## src/rtl/hazard_ctrl.sv

```systemverilog
// Hazard and forwarding control for a 5-stage pipeline.
// Tracks EX/MEM destination info internally, produces load-use stall,
// taken-branch flush (condep), operand forwarding selects and saturating
// stall/flush event counters.
module hazard_ctrl #(
  parameter int CNT_W = 16
) (
  input  logic             Clk,
  input  logic             Clrn,
  input  logic             En,
  input  logic [4:0]       id_rs,
  input  logic [4:0]       id_rt,
  input  logic             id_use_rs,
  input  logic             id_use_rt,
  input  logic             id_wreg,
  input  logic             id_m2reg,
  input  logic [4:0]       id_rd,
  input  logic             id_branch,
  input  logic             ex_taken,
  output logic             stall,
  output logic             condep,
  output logic             pc_en,
  output logic             ifid_en,
  output logic [1:0]       fwda,
  output logic [1:0]       fwdb,
  output logic [CNT_W-1:0] stall_cnt,
  output logic [CNT_W-1:0] flush_cnt
);

  // Shadow of the instructions currently in EX and MEM
  logic             ex_wreg_reg, ex_m2reg_reg, ex_branch_reg;
  logic [4:0]       ex_rd_reg;
  logic             mem_wreg_reg, mem_m2reg_reg;
  logic [4:0]       mem_rd_reg;
  logic [CNT_W-1:0] stall_cnt_reg, flush_cnt_reg;

  // Per-operand view: index 0 is rs (fwda), index 1 is rt (fwdb)
  logic [4:0] src_reg_num [2];
  logic       src_used    [2];
  logic       ex_hit      [2];
  logic       mem_hit     [2];
  logic [1:0] fwd_sel     [2];
  logic       load_hit    [2];

  assign src_reg_num[0] = id_rs;
  assign src_reg_num[1] = id_rt;
  assign src_used[0]    = id_use_rs;
  assign src_used[1]    = id_use_rt;

  genvar gi;
  generate
    for (gi = 0; gi < 2; gi++) begin : g_operand
      // A writer matches when it writes a non-zero register equal to the source
      assign ex_hit[gi]  = ex_wreg_reg  && (ex_rd_reg  != 5'd0) && (ex_rd_reg  == src_reg_num[gi]);
      assign mem_hit[gi] = mem_wreg_reg && (mem_rd_reg != 5'd0) && (mem_rd_reg == src_reg_num[gi]);
      // Load in EX feeding this operand cannot be forwarded in time
      assign load_hit[gi] = src_used[gi] && ex_hit[gi] && ex_m2reg_reg;

      // Forward select; the youngest writer (EX) wins over MEM
      always_comb begin
        fwd_sel[gi] = 2'b00;
        if (ex_hit[gi] && !ex_m2reg_reg)
          fwd_sel[gi] = 2'b01;
        else if (mem_hit[gi] && !mem_m2reg_reg)
          fwd_sel[gi] = 2'b10;
        else if (mem_hit[gi] && mem_m2reg_reg)
          fwd_sel[gi] = 2'b11;
      end
    end
  endgenerate

  // Flush beats stall so a taken branch always redirects the PC
  always_comb begin
    condep  = ex_branch_reg & ex_taken;
    stall   = (load_hit[0] | load_hit[1]) & ~condep;
    pc_en   = ~stall;
    ifid_en = ~stall;
    fwda    = fwd_sel[0];
    fwdb    = fwd_sel[1];
  end

  assign stall_cnt = stall_cnt_reg;
  assign flush_cnt = flush_cnt_reg;

  // Advance shadow pipeline (bubble on stall/flush) and count events
  always_ff @(posedge Clk) begin
    if (!Clrn) begin
      ex_wreg_reg   <= 1'b0;
      ex_m2reg_reg  <= 1'b0;
      ex_rd_reg     <= 5'd0;
      ex_branch_reg <= 1'b0;
      mem_wreg_reg  <= 1'b0;
      mem_m2reg_reg <= 1'b0;
      mem_rd_reg    <= 5'd0;
      stall_cnt_reg <= '0;
      flush_cnt_reg <= '0;
    end else if (En) begin
      mem_wreg_reg  <= ex_wreg_reg;
      mem_m2reg_reg <= ex_m2reg_reg;
      mem_rd_reg    <= ex_rd_reg;
      if (stall || condep) begin
        ex_wreg_reg   <= 1'b0;
        ex_m2reg_reg  <= 1'b0;
        ex_rd_reg     <= 5'd0;
        ex_branch_reg <= 1'b0;
      end else begin
        ex_wreg_reg   <= id_wreg;
        ex_m2reg_reg  <= id_m2reg;
        ex_rd_reg     <= id_rd;
        ex_branch_reg <= id_branch;
      end
      if (stall && (stall_cnt_reg != {CNT_W{1'b1}}))
        stall_cnt_reg <= stall_cnt_reg + 1'b1;
      if (condep && (flush_cnt_reg != {CNT_W{1'b1}}))
        flush_cnt_reg <= flush_cnt_reg + 1'b1;
    end
  end

endmodule
```

## config.mk

```make
export PLATFORM = sky130hd
export DESIGN_NAME = hazard_ctrl
export DESIGN_NICKNAME = d
export VERILOG_FILES = /design/src/rtl/hazard_ctrl.sv
export SDC_FILE = /design/constraint.sdc
export NUM_CORES = 1
export LEC_CHECK = 0
export CAP_MARGIN = 20
export CORE_MARGIN = 2
export CORE_UTILIZATION = 30
export DETAILED_ROUTE_END_ITERATION = 7
export PLACE_DENSITY = 0.59
export SYNTH_ARGS = -nofsm -noshare
export SYNTH_HDL_FRONTEND = slang
export SYNTH_SLANG_ARGS = --single-unit
```

## constraint.sdc

```tcl
create_clock -name Clk -period 3.4 [get_ports Clk]
set_clock_uncertainty 0.05 [all_clocks]
set_input_delay 0.68 -clock Clk [delete_from_list [all_inputs] [get_ports Clk]]
set_output_delay 0.68 -clock Clk [all_outputs]
set_load 0.01 [all_outputs]
```

==> summary.md <==
The worst hold path begins at stall_cnt[12]. For the effective utilization at floorplan, the log shows 30.4%. The sink count of the clock tree is 47. The post-detailed-routing wire length is 6.20 mm, and the net count of the finished layout is 371.

Synthesis produced 273 cells. After floorplanning, the core was divided into 33 placement rows. Setup repair after global routing left no endpoint under its margin.

The relative area change from synthesis to final layout is 38.1%. Once detail routing completed, the nets flagged for antenna violations numbered 0. For this run, the total global-route usage over all layers was measured as 14.0%.

Summing all multi-input logic gate instances after layout gives 1440 um^2. The analysis attributes to cell leakage a power of 1.16 nW. Launch point of the critical path: id_rt[0]. At the worst endpoint, the required time is 2.67 ns. In the finished design, the share of the clock period the worst path needs comes to 96.4%. The number of placed cells counting well taps was 441; the share of layout cells above drive strength 1 was 12.4%. Using the TritonRoute via totals, the vias-per-cell ratio works out to 4.88.

The number of max-capacitance violations reported was 0; the number of synthesized register bits was 47. The worst register-to-register path begins at ex_rd_reg[0]. The filler cells instantiated in the layout total 838. For the total power, the log shows 0.00117 W. The final total negative setup slack is 0 ns. The maximum vdd ir drop is 173 uV, and the total inserted antenna cells is 0. The run finished with clean final reports. The pin count of the biggest net entering global routing was 24; the final count of hold timing violations was 0. TritonCTS built the clock tree.

Remaining design rule violation count: 0. After global routing the overflow that remains totals 0. Counting flops with an async set or reset pin after synthesis yields a share of 0%.

The critical path start-end classification is in -> out. For the pin with the worst max-slew slack, the measured transition is 0.621 ns. In this run the deepest clock path goes through 2 buffers.

STA classifies the critical path startpoint as an input pin. In this run the horizontal extent of the chip is 94.6 um. The tools report the endpoint class of the critical path as a primary output. The mapped netlist covers 2460 um^2. The clock reaches the later pin of the worst-skew pair after 0.30 ns.

The tools report the core area as 8090 um^2. The die is 94.6 um tall. The logs give 2084 for the via count of the first global-routing pass and 58.5% for the relative max-transition margin. In the final routed layout, each cell accounts on average for 13.8 um. Count of flip-flops with a built-in enable after synthesis: 0. A synthesized cell averages 9.02 um^2. The wire-length estimate of the detail-placed layout is 4.55 mm. The run gives 451 as the number of standard cells in the layout, taps in and fillers out. For the warning count from the yosys run, the log shows 0. The maximum clock frequency was 0.305 GHz. Summing the sequential cell areas from Yosys gives 38.2% of the chip area. The most used flip-flop cell after synthesis is sky130_fd_sc_hd__dfxtp_1.

The tools report the root buffer cell as sky130_fd_sc_hd__clkbuf_8. In this run, the number of DRC markers left after iteration 0 of detailed routing was 79. Pin placement for this block handled 64 I/O pins. The logs give 5 for the total clock buffers created by CTS and 0 for the final count of negative-setup-slack endpoints. Cell area power density: 344 nW/um^2. The sequential cell area was 941 um^2; the peak fanout along the critical path was 2. For the initial antenna violation count, the log shows 0.

The final number of max-transition violations was 0; the count of different cell masters after synthesis was 42. For this run, the detailed router's first-pass iteration total came to 4. Count of buffers inserted at the top-level ports: 63. Buffers inserted to repair hold after CTS numbered 0.

The number of levels the H-tree was split into is 2, and the clock-pin slew on the worst setup and hold paths is 0.09 ns. At the end of routability-driven placement, the weighted congestion stood at 0.806. Class of the tightest hold or removal check: reg -> reg. At the worst endpoint, the arrival time is 2.55 ns.

Across all layers, the routed design uses 2201 vias. The first global-routing pass estimated 10.0 mm of wire. The die covers 8940 um^2. The worst path needs 3.28 ns of the cycle, external delays included.

The logs give 299 for the net count of the mapped netlist and 42.0% for the utilization of the core after routing.
[Yosys cell counts, types with 2 or more instances]
library cell | number | area (um^2)
sky130_fd_sc_hd__dfxtp_1 | 47 | 941
sky130_fd_sc_hd__nor2_1 | 27 | 101
sky130_fd_sc_hd__nand2_1 | 24 | 90.1
sky130_fd_sc_hd__xnor2_1 | 21 | 184
sky130_fd_sc_hd__xor2_1 | 13 | 114
sky130_fd_sc_hd__nand3_1 | 11 | 55.1
sky130_fd_sc_hd__or3_1 | 11 | 68.8
sky130_fd_sc_hd__a21oi_1 | 9 | 45.0
sky130_fd_sc_hd__nand4_1 | 9 | 56.3
sky130_fd_sc_hd__nor3_1 | 9 | 45.0
sky130_fd_sc_hd__inv_1 | 8 | 30.0
sky130_fd_sc_hd__mux2i_1 | 8 | 80.1
sky130_fd_sc_hd__o21ai_2 | 8 | 70.1
sky130_fd_sc_hd__a21oi_2 | 7 | 61.3
sky130_fd_sc_hd__a22o_1 | 7 | 61.3
sky130_fd_sc_hd__or4_1 | 6 | 45.0
sky130_fd_sc_hd__o21ai_0 | 5 | 25.0
sky130_fd_sc_hd__clkbuf_1 | 4 | 15.0
sky130_fd_sc_hd__nor4_1 | 4 | 25.0
sky130_fd_sc_hd__o31ai_1 | 4 | 30.0
sky130_fd_sc_hd__and2_1 | 3 | 18.8
sky130_fd_sc_hd__and3_1 | 3 | 18.8
sky130_fd_sc_hd__and4_1 | 2 | 17.5
sky130_fd_sc_hd__buf_6 | 2 | 22.5
sky130_fd_sc_hd__ha_1 | 2 | 25.0
sky130_fd_sc_hd__nor3b_1 | 2 | 15.0
sky130_fd_sc_hd__nor4_2 | 2 | 25.0
[power by group]
part	switching [W]	internal, W	total (W)
combinational	0.0000500	0.0000553	0.000105
sequential	0.0000137	0.000559	0.000573
clock	0.000199	0.000293	0.000493
total	0.000263	0.000908	0.00117
[critical path: stages]
cell	delay [ns]
sky130_fd_sc_hd__clkdlybuf4s50_1	0.52
sky130_fd_sc_hd__xnor2_1	0.14
sky130_fd_sc_hd__nand3_1	0.10
sky130_fd_sc_hd__nor4_1	0.40
sky130_fd_sc_hd__and2_1	0.18
sky130_fd_sc_hd__clkdlybuf4s50_1	0.53
[what timing repair did]
action	in CTS	in global routing
gates resized for setup	0	6
setup endpoints to repair	0	3
setup buffers	0	2
[cell usage in the layout, fill, tap and decap left out, types with 4 or more instances in the layout]
cell                              count
sky130_fd_sc_hd__clkdlybuf4s50_1     59
sky130_fd_sc_hd__dfxtp_1             47
sky130_fd_sc_hd__nor2_1              27
sky130_fd_sc_hd__nand2_1             24
sky130_fd_sc_hd__xnor2_1             21
sky130_fd_sc_hd__xor2_1              13
sky130_fd_sc_hd__nand3_1             11
sky130_fd_sc_hd__or3_1               11
sky130_fd_sc_hd__buf_4               11
sky130_fd_sc_hd__nor3_1               9
sky130_fd_sc_hd__nand4_1              9
sky130_fd_sc_hd__a21oi_1              9
sky130_fd_sc_hd__inv_1                8
sky130_fd_sc_hd__o21ai_2              8
sky130_fd_sc_hd__mux2i_1              8
sky130_fd_sc_hd__a21oi_2              7
sky130_fd_sc_hd__a22o_1               7
sky130_fd_sc_hd__or4_1                6
sky130_fd_sc_hd__o21ai_0              5
sky130_fd_sc_hd__clkbuf_8             5
sky130_fd_sc_hd__nor4_1               4
sky130_fd_sc_hd__o31ai_1              4
sky130_fd_sc_hd__dlymetal6s2s_1       4
[cell type report]
cell class	instances	share of cell area [%]
multi-input combinational	209	42.3
inverter	8	0.883
clock buffer	5	2.02
clock inverter	3	1.99
tap	105	3.86
timing repair buffer	74	21.3
sequential	47	27.7
[metal layers]
| metal | vias to the layer above | GRT usage [%] | part of all wire (%) |
|---|---|---|---|
| met5 | - | 0 | 0 |
| met1 | 1030 | 18.6 | 48 |
| met3 | 4 | 2.71 | 4.3 |
| met2 | 44 | 23.1 | 47 |
| li1 | 1123 | - | - |
| met4 | 0 | 4.35 | 0.95 |
[logic make-up (layout without fill, tap and decap cells)]
kind of cell | Yosys count | after routing | share of synthesized area, %
compound gates | 48 | 48 | 15.7
xor+xnor | 35 | 35 | 12.8
fa+ha+maj | 2 | 2 | 1.02
buf+inv | 17 | 90 | 4.07
flops | 47 | 47 | 38.2
mux | 8 | 8 | 3.25
simple gates | 116 | 116 | 25.0
[stage by stage]
stage               area, um^2  worst slack, ns  hold WS (ns)
floorplan                 2460            0.780         0.403
global placement          3220            0.115         0.433
detailed placement        3220           0.0413         0.429
CTS                       3360           0.0304         0.453
global route              3400           0.0444         0.487
finish                    3400            0.122         0.450
[final timing paths]
check / to / slack, ns / cells past startpoint
max: fwdb[1] / 0.12 / 6
min: stall_cnt[12] / 0.45 / 2
max reg2reg: stall_cnt[2] / 0.64 / 9
min reg2reg: stall_cnt[12] / 0.45 / 2
(Power assumes the default switching activity.)
